$ cat src/rtl/decoder_nto2n_scan.sv
// Registered N-to-2^N decoder with one-hot, thermometer and autonomous scan modes.
// All outputs come straight from flops, so select lines stay glitch-free.
module decoder_nto2n_scan #(
  parameter int SEL_W     = 3,
  parameter int SCAN_HOLD = 4
) (
  input  logic                  clk,
  input  logic                  rst_n,
  input  logic                  enable,
  input  logic [1:0]            mode,
  input  logic [SEL_W-1:0]      sel,
  input  logic                  load,
  output logic [2**SEL_W-1:0]   y,
  output logic                  y_valid,
  output logic [SEL_W-1:0]      scan_idx,
  output logic                  scan_wrap
);

  localparam int OUT_W  = 2**SEL_W;
  localparam int HOLD_W = (SCAN_HOLD > 1) ? $clog2(SCAN_HOLD) : 1;
  localparam logic [HOLD_W-1:0] HOLD_LAST = HOLD_W'(SCAN_HOLD - 1);

  typedef enum logic [1:0] {
    IDLE   = 2'd0,
    STATIC = 2'd1,
    SCAN   = 2'd2
  } state_t;

  state_t             state;
  logic [HOLD_W-1:0]  hold_cnt;
  logic [OUT_W-1:0]   dec;
  logic [SEL_W-1:0]   nxt_idx;
  logic [OUT_W-1:0]   nxt_onehot;

  // mode[0] selects thermometer (01) versus one-hot (00) for static loads
  always_comb begin
    dec = '0;
    if (mode[0]) begin
      for (int unsigned i = 0; i < OUT_W; i++)
        dec[i] = (i <= 32'(sel));
    end else begin
      dec[sel] = 1'b1;
    end
  end

  always_comb begin
    nxt_idx    = scan_idx + SEL_W'(1);
    nxt_onehot = OUT_W'(1) << nxt_idx;
  end

  always_ff @(posedge clk or negedge rst_n) begin
    if (!rst_n) begin
      state     <= IDLE;
      y         <= '0;
      y_valid   <= 1'b0;
      scan_idx  <= '0;
      scan_wrap <= 1'b0;
      hold_cnt  <= '0;
    end else begin
      scan_wrap <= 1'b0;
      if (!enable || mode == 2'b11) begin
        state    <= IDLE;
        y        <= '0;
        y_valid  <= 1'b0;
        scan_idx <= '0;
        hold_cnt <= '0;
      end else if (mode == 2'b10) begin
        if (state != SCAN) begin
          state    <= SCAN;
          y        <= OUT_W'(1);
          y_valid  <= 1'b1;
          scan_idx <= '0;
          hold_cnt <= '0;
        end else if (hold_cnt == HOLD_LAST) begin
          hold_cnt  <= '0;
          scan_idx  <= nxt_idx;
          y         <= nxt_onehot;
          scan_wrap <= (scan_idx == '1);
        end else begin
          hold_cnt <= hold_cnt + HOLD_W'(1);
        end
      end else begin
        scan_idx <= '0;
        hold_cnt <= '0;
        if (load) begin
          state   <= STATIC;
          y       <= dec;
          y_valid <= 1'b1;
        end else if (state == SCAN) begin
          // leaving scan without a load freezes the last strobe pattern
          state   <= STATIC;
          y_valid <= 1'b1;
        end
      end
    end
  end

endmodule

$ cat config.mk
export PLATFORM = sky130hd
export DESIGN_NAME = decoder_nto2n_scan
export DESIGN_NICKNAME = d
export VERILOG_FILES = /design/src/rtl/decoder_nto2n_scan.sv
export SDC_FILE = /design/constraint.sdc
export NUM_CORES = 1
export LEC_CHECK = 0
export BUFFER_PORTS_ARGS = -buffer_cell sky130_fd_sc_hd__clkbuf_2
export CORE_MARGIN = 2
export CORE_UTILIZATION = 45
export CTS_CLUSTER_SIZE = 10
export DETAILED_ROUTE_END_ITERATION = 7
export PLACE_DENSITY = 0.71
export SYNTH_ARGS = -nofsm -noshare
export SYNTH_HDL_FRONTEND = slang
export SYNTH_SLANG_ARGS = --single-unit
$ cat constraint.sdc
create_clock -name clk -period 1.4 [get_ports clk]
set_input_delay 0.14 -clock clk [delete_from_list [all_inputs] [get_ports clk]]
set_output_delay 0.14 -clock clk [all_outputs]
set_load 0.02 [all_outputs]
; Yosys cells after proc, flatten, opt, wreduce, memory -nomap -nowiden
; Index checks and enable logic that the tools add are counted.
[word_totals]
mem_count = 0
out_inout_bits = 13
word_cells = 63
in_bits = 9
ram_bits = 0
register_bits = 17
romBits = 0
latchBits = 0
[op_classes]
n_reduce_logical = 7
div = 0
order_cmp = 9
n_shift = 1
multipliers = 0
n_eq_ne = 8
mux = 30
bitwise = 0
addsub = 2
[op_table]
columns = cell, count
row1 = $mux 8, 6
row2 = $mux 2, 9
row3 = $le 3x3->1 const A, 4
row4 = $mux 3, 4
row5 = $mux 1, 10
row6 = $eq 2x2->1 const B, 4
row7 = $shl 1x3->8 const A, 1
row8 = $le 2x3->1 const A, 2
row9 = $lt 3x4->1 const B, 1
row10 = $ne 4x2->1 const B, 1
row11 = $reduce_and 2->1, 2
row12 = $reduce_bool 4->1, 1
row13 = $add 3x1->3 const B, 1
row14 = $demux 1 s3, 1
row15 = $eq 3x3->1 const B, 1
row16 = $ge 3x1->1 const B, 1
row17 = $le 1x3->1 const A, 1
row18 = $ne 3x2->1 const B, 1
row19 = $reduce_bool 3->1, 1
row20 = $add 2x1->2 const B, 1
row21 = $ne 2x2->1 const B, 1
row22 = $logic_and 1x1->1, 1
row23 = $logic_not 1->1, 1
row24 = $logic_or 1x1->1, 1

; Logic depth before layout (Yosys ltp)
[depth]
word_depth = 8
depth_mapped = 6
mapped_depth_nobuf = 6

; Least setup slack after synthesis
; Ideal clock, no wire load.
[synth_path]
path_kind = register -> register
start = reg scan_idx[0]
end = reg y[1]
path_slack_ns = -0.239
setup_ns = 0.077
path_stages_with_launch = 6
t_required_ns = 1.323
t_arrival_ns = 1.562
path_cell_list = dfrtp_1 > ha_1 > ha_1 > nor3_1 > a22oi_1 > a21oi_1
[synth_via]
elab_chain_len = 6
[synth_rtl]
columns = element, line
row1 = "start, declared", 15  ; output logic [SEL_W-1:0] scan_idx,
row2 = "start signal, assigned", 76  ; scan_idx <= nxt_idx;
row3 = $add 3x1->3, 47  ; nxt_idx = scan_idx + SEL_W'(1);
row4 = $shl 1x3->8, 48  ; nxt_onehot = OUT_W'(1) << nxt_idx;
row5 = $mux 8, 74  ; end else if (hold_cnt == HOLD_LAST) begin
row6 = $mux 8, 68  ; if (state != SCAN) begin
row7 = $mux 8, 67  ; end else if (mode == 2'b10) begin
row8 = $mux 8, 61  ; if (!enable || mode == 2'b11) begin
row9 = "end signal, assigned", 77  ; y <= nxt_onehot;
row10 = "end, declared", 13  ; output logic [2**SEL_W-1:0] y,
; Every way passes these cells. The select of a mux whose other input is x is not followed.
; A chain may end at the register's enable or synchronous reset.

; Worst setup path in the final report
[layout_path]
start = reg state[0]
end = reg y[0]
[layout_via]
elab_chain_len = 4
[layout_rtl]
columns = element, line
row1 = "start, declared", 29  ; state_t state;
row2 = "start signal, assigned", 53  ; state <= IDLE;
row3 = "start signal, assigned", 62  ; state <= IDLE;
row4 = "start signal, assigned", 69  ; state <= SCAN;
row5 = $ne 2x2->1 (*), 68
row6 = $mux 8, 68
row7 = $mux 8, 67
row8 = $mux 8, 61
; Mark *: on every way between the ends. The rest lies on a longest branch, timed or not.

==> qor.tcl <==
set qor(cts_tree) {done}
set qor(finalInstanceArea_um2) 1300
set qor(outcome) {finished with violations}
set qor(routedWlPerCell_um) 14.08
set qor(floorplan.core_area_um2) 2148
set qor(post_synthesis_cell_type_count) 32
set qor(leakage_nw) 0.5998
set qor(numCtsBuffers) 3
set qor(area_fraction_in_and_or_nand_and_nor_cells_after_synthesis_pct) 22.31
set qor(worstHoldPathType) {input pin to register}
set qor(syn-num-nets) 121
set qor(timing.critical_path.from_type) {register}
set qor(clock_path_buffers) 2
set qor(synth_xor_xnor_area_share_pct) 0.8772
set qor(grt_max_degree) 18
set qor(place_area_um2) 1236
set qor(grt_antenna_before_repair) 0
set qor(synth_mux_area_share_pct) 4.261
set qor(filler_cell_count) 201
set qor(final_min_period_over_clock_period_pct) 100.2
set qor(dominantRegCellSynth) {dfrtp_1}
set qor(num_antenna_cells) 0
set qor(detail_route.vias_per_cell) 5.488
set qor(worst_hold_margin_ns) 0.1519
set qor(vias) 889
set qor(die_w_um) 51.11
set qor(timing.max_cap.violations) 0
set qor(netlist_area_um2) 998.5
set qor(timing.setup.critical_path_class) {register to register}
set qor(drv_slew) 0
set qor(post_cts_buffers) 0
set qor(synth-async-reset-ratio_pct) 100.0
set qor(max_slew.worst_pin.slew_ns) 0.4268
set qor(track_usage_pct) 19.39
set qor(pin_count) 22
set qor(min_clock_period_post_route_ns) 1.403
set qor(p_total_mw) 0.9702
set qor(chipHeight_um) 51.11
set qor(slew_headroom_pct) 71.54
set qor(first_global_vias) 855
set qor(place.port_buffers) 21
set qor(finalWirelength_mm) 2.281
set qor(cts.sinks) 17
set qor(max_freq_mhz) 712.5
set qor(synth.area.top_cells) {dfrtp_1, ha_1, nor2_1}
set qor(final_util_pct) 60.51
set qor(detailedPlace.worstSlack_ns) 0.003109
set qor(num-nets-final) 152
set qor(failed_checks) {negative setup slack}
set qor(detail_route.first_pass.iterations) 4
set qor(timing.critical_path.required_ns) 1.59
set qor(routabilityCongestion) 0.7574
set qor(final_antenna_net_count) 0
set qor(clock_tree.root_cell) {clkbuf_4}
set qor(setup-tns-final_ns) -0.003498
set qor(detailedRoute.firstIterationViolations) 35
set qor(synth.yosys.seq_area_share_pct) 42.61
set qor(number_of_design_rule_violations_left_after_detail_routing) 0
set qor(synth_edf_count) 0
set qor(synth_top_family_by_area) {simple AND/OR/NAND/NOR gates}
set qor(peakVddDrop_v) 0.0005464
set qor(die_area_um2) 2612
set qor(synth_top_area_cell) {dfrtp_1}
set qor(critical_path_peak_fanout) 15
set qor(detailed_place_hpwl_mm) 1.710
set qor(yosys.area.top_type_share_pct) 42.61
set qor(clk-insertion-delay-late_ns) 0.29
set qor(drive_above_1_share_pct) 37.31
set qor(skew_ns) 0.001264
set qor(synth-adder-area-share_pct) 10.03
set qor(synth_compound_area_share_pct) 16.04
set qor(grt_pass1_wl_mm) 3.691
set qor(critPathArrivalTime_ns) 1.60
set qor(final_critical_path_setup_slack_ns) -0.003498
set qor(htree_levels) 1
set qor(overflow) 0
set qor(numPlacedInstances) 157
set qor(final_cell_mix) {clkbuf_2, nor2_1, dfrtp_1}
set qor(yosysWarningCount) 0
set qor(final_cells) 162
set qor(post_synth_inst_count) 104
set qor(row_count) 17
set qor(synthesis.area_per_instance_um2) 9.601
set qor(area_growth_pct) 30.20
set qor(final-hold-violation-count) 0
set qor(start_util_pct) 46.48
set qor(layout.cells.most_common) {clkbuf_2}
set qor(unrepaired_setup_endpoints_after_global_routing) {true}
set qor(power.density_nw_per_um2) 746.3
set qor(endpoint_kind) {register}
set qor(clkTransAtPathRegs_ns) 0.10
set qor(number_of_endpoints_failing_setup_at_the_final_stage) 1
set qor(synth.ff_latch_count) 17
[cell type report]
class | count | area [um2] | share of cell area, %
multi-input cells | 79 | 619.3 | 47.64
clock buffers | 3 | 22.52 | 1.732
flip-flops and latches | 17 | 427.9 | 32.92
repair buffers | 30 | 175.2 | 13.47
well taps | 28 | 35.03 | 2.695
clock inverters | 1 | 5.005 | 0.3850
inverters | 4 | 15.01 | 1.155
[worst max-delay path, cell delays in order (launching register included)]
cell and delay, ns:
dfrtp_1 0.42, nand4bb_4 0.21, o32a_4 0.45, a41o_1 0.23
[repair_timing]
item                                    4_1_cts  5_1_grt
endpoints found under the setup margin        4        7
hold buffers                                  1        0
pin swaps                                     0        8
hold endpoints to repair                     17        0
resized for setup                             2        4
[power by group]
group	switching (mW)	internal, mW	total, mW
sequential	0.0143	0.513	0.527
combinational	0.106	0.0702	0.176
clock	0.160	0.106	0.267
total	0.281	0.690	0.970
[state kept, by name (all words and copies together) (netlist names)]
signal	flops
scan_idx	3
hold_cnt	2
y_valid	1
state	2
y	8
scan_wrap	1
[metal layers]
layer / global-route usage (%) / up-vias / wire (um)
met5: 0 / - / 0
met4: 8.108 / 0 / 34
met3: 2.632 / 5 / 149
met2: 34.63 / 33 / 1172
met1: 23.16 / 424 / 924
li1: - / 427 / -
[cell families (layout without fill, tap and decap cells)]
logic type	Yosys count	count (layout)
AND/OR/NAND/NOR	44	44
AO/OA/AOI/OAI	22	22
flip-flops	17	17
adder cells (fa/ha/maj)	8	8
buffers and inverters	8	38
multiplexers	4	4
XOR/XNOR	1	1
[synthesized netlist by cell type, types with 2 or more instances]
cell type and count:
dfrtp_1 17, nor2_1 16, nand2_1 9, ha_1 8, nor3_1 7, a21oi_1 6, inv_1 4, a22oi_1 3
o21ai_0 3, a31oi_1 2, a32oi_1 2, and2b_1 2, clkbuf_1 2, mux2_2 2, mux2i_1 2, nand2b_1 2
nor2b_1 2
[final timing paths]
| kind | from | end | slack (ns) | depth (start not counted) |
|---|---|---|---|---|
| setup / recovery | state[0] | y[0] | -0.003 | 3 |
| min in group asynchronous | rst_n | y[2] | 0.30 | 2 |
| max in group asynchronous | rst_n | scan_idx[1] | 0.78 | 2 |
| hold / removal | load | state[0] | 0.15 | 3 |
| setup reg to reg | state[0] | y[0] | -0.003 | 3 |
| hold reg to reg | hold_cnt[0] | hold_cnt[0] | 0.45 | 1 |
(Power assumes the default switching activity.)
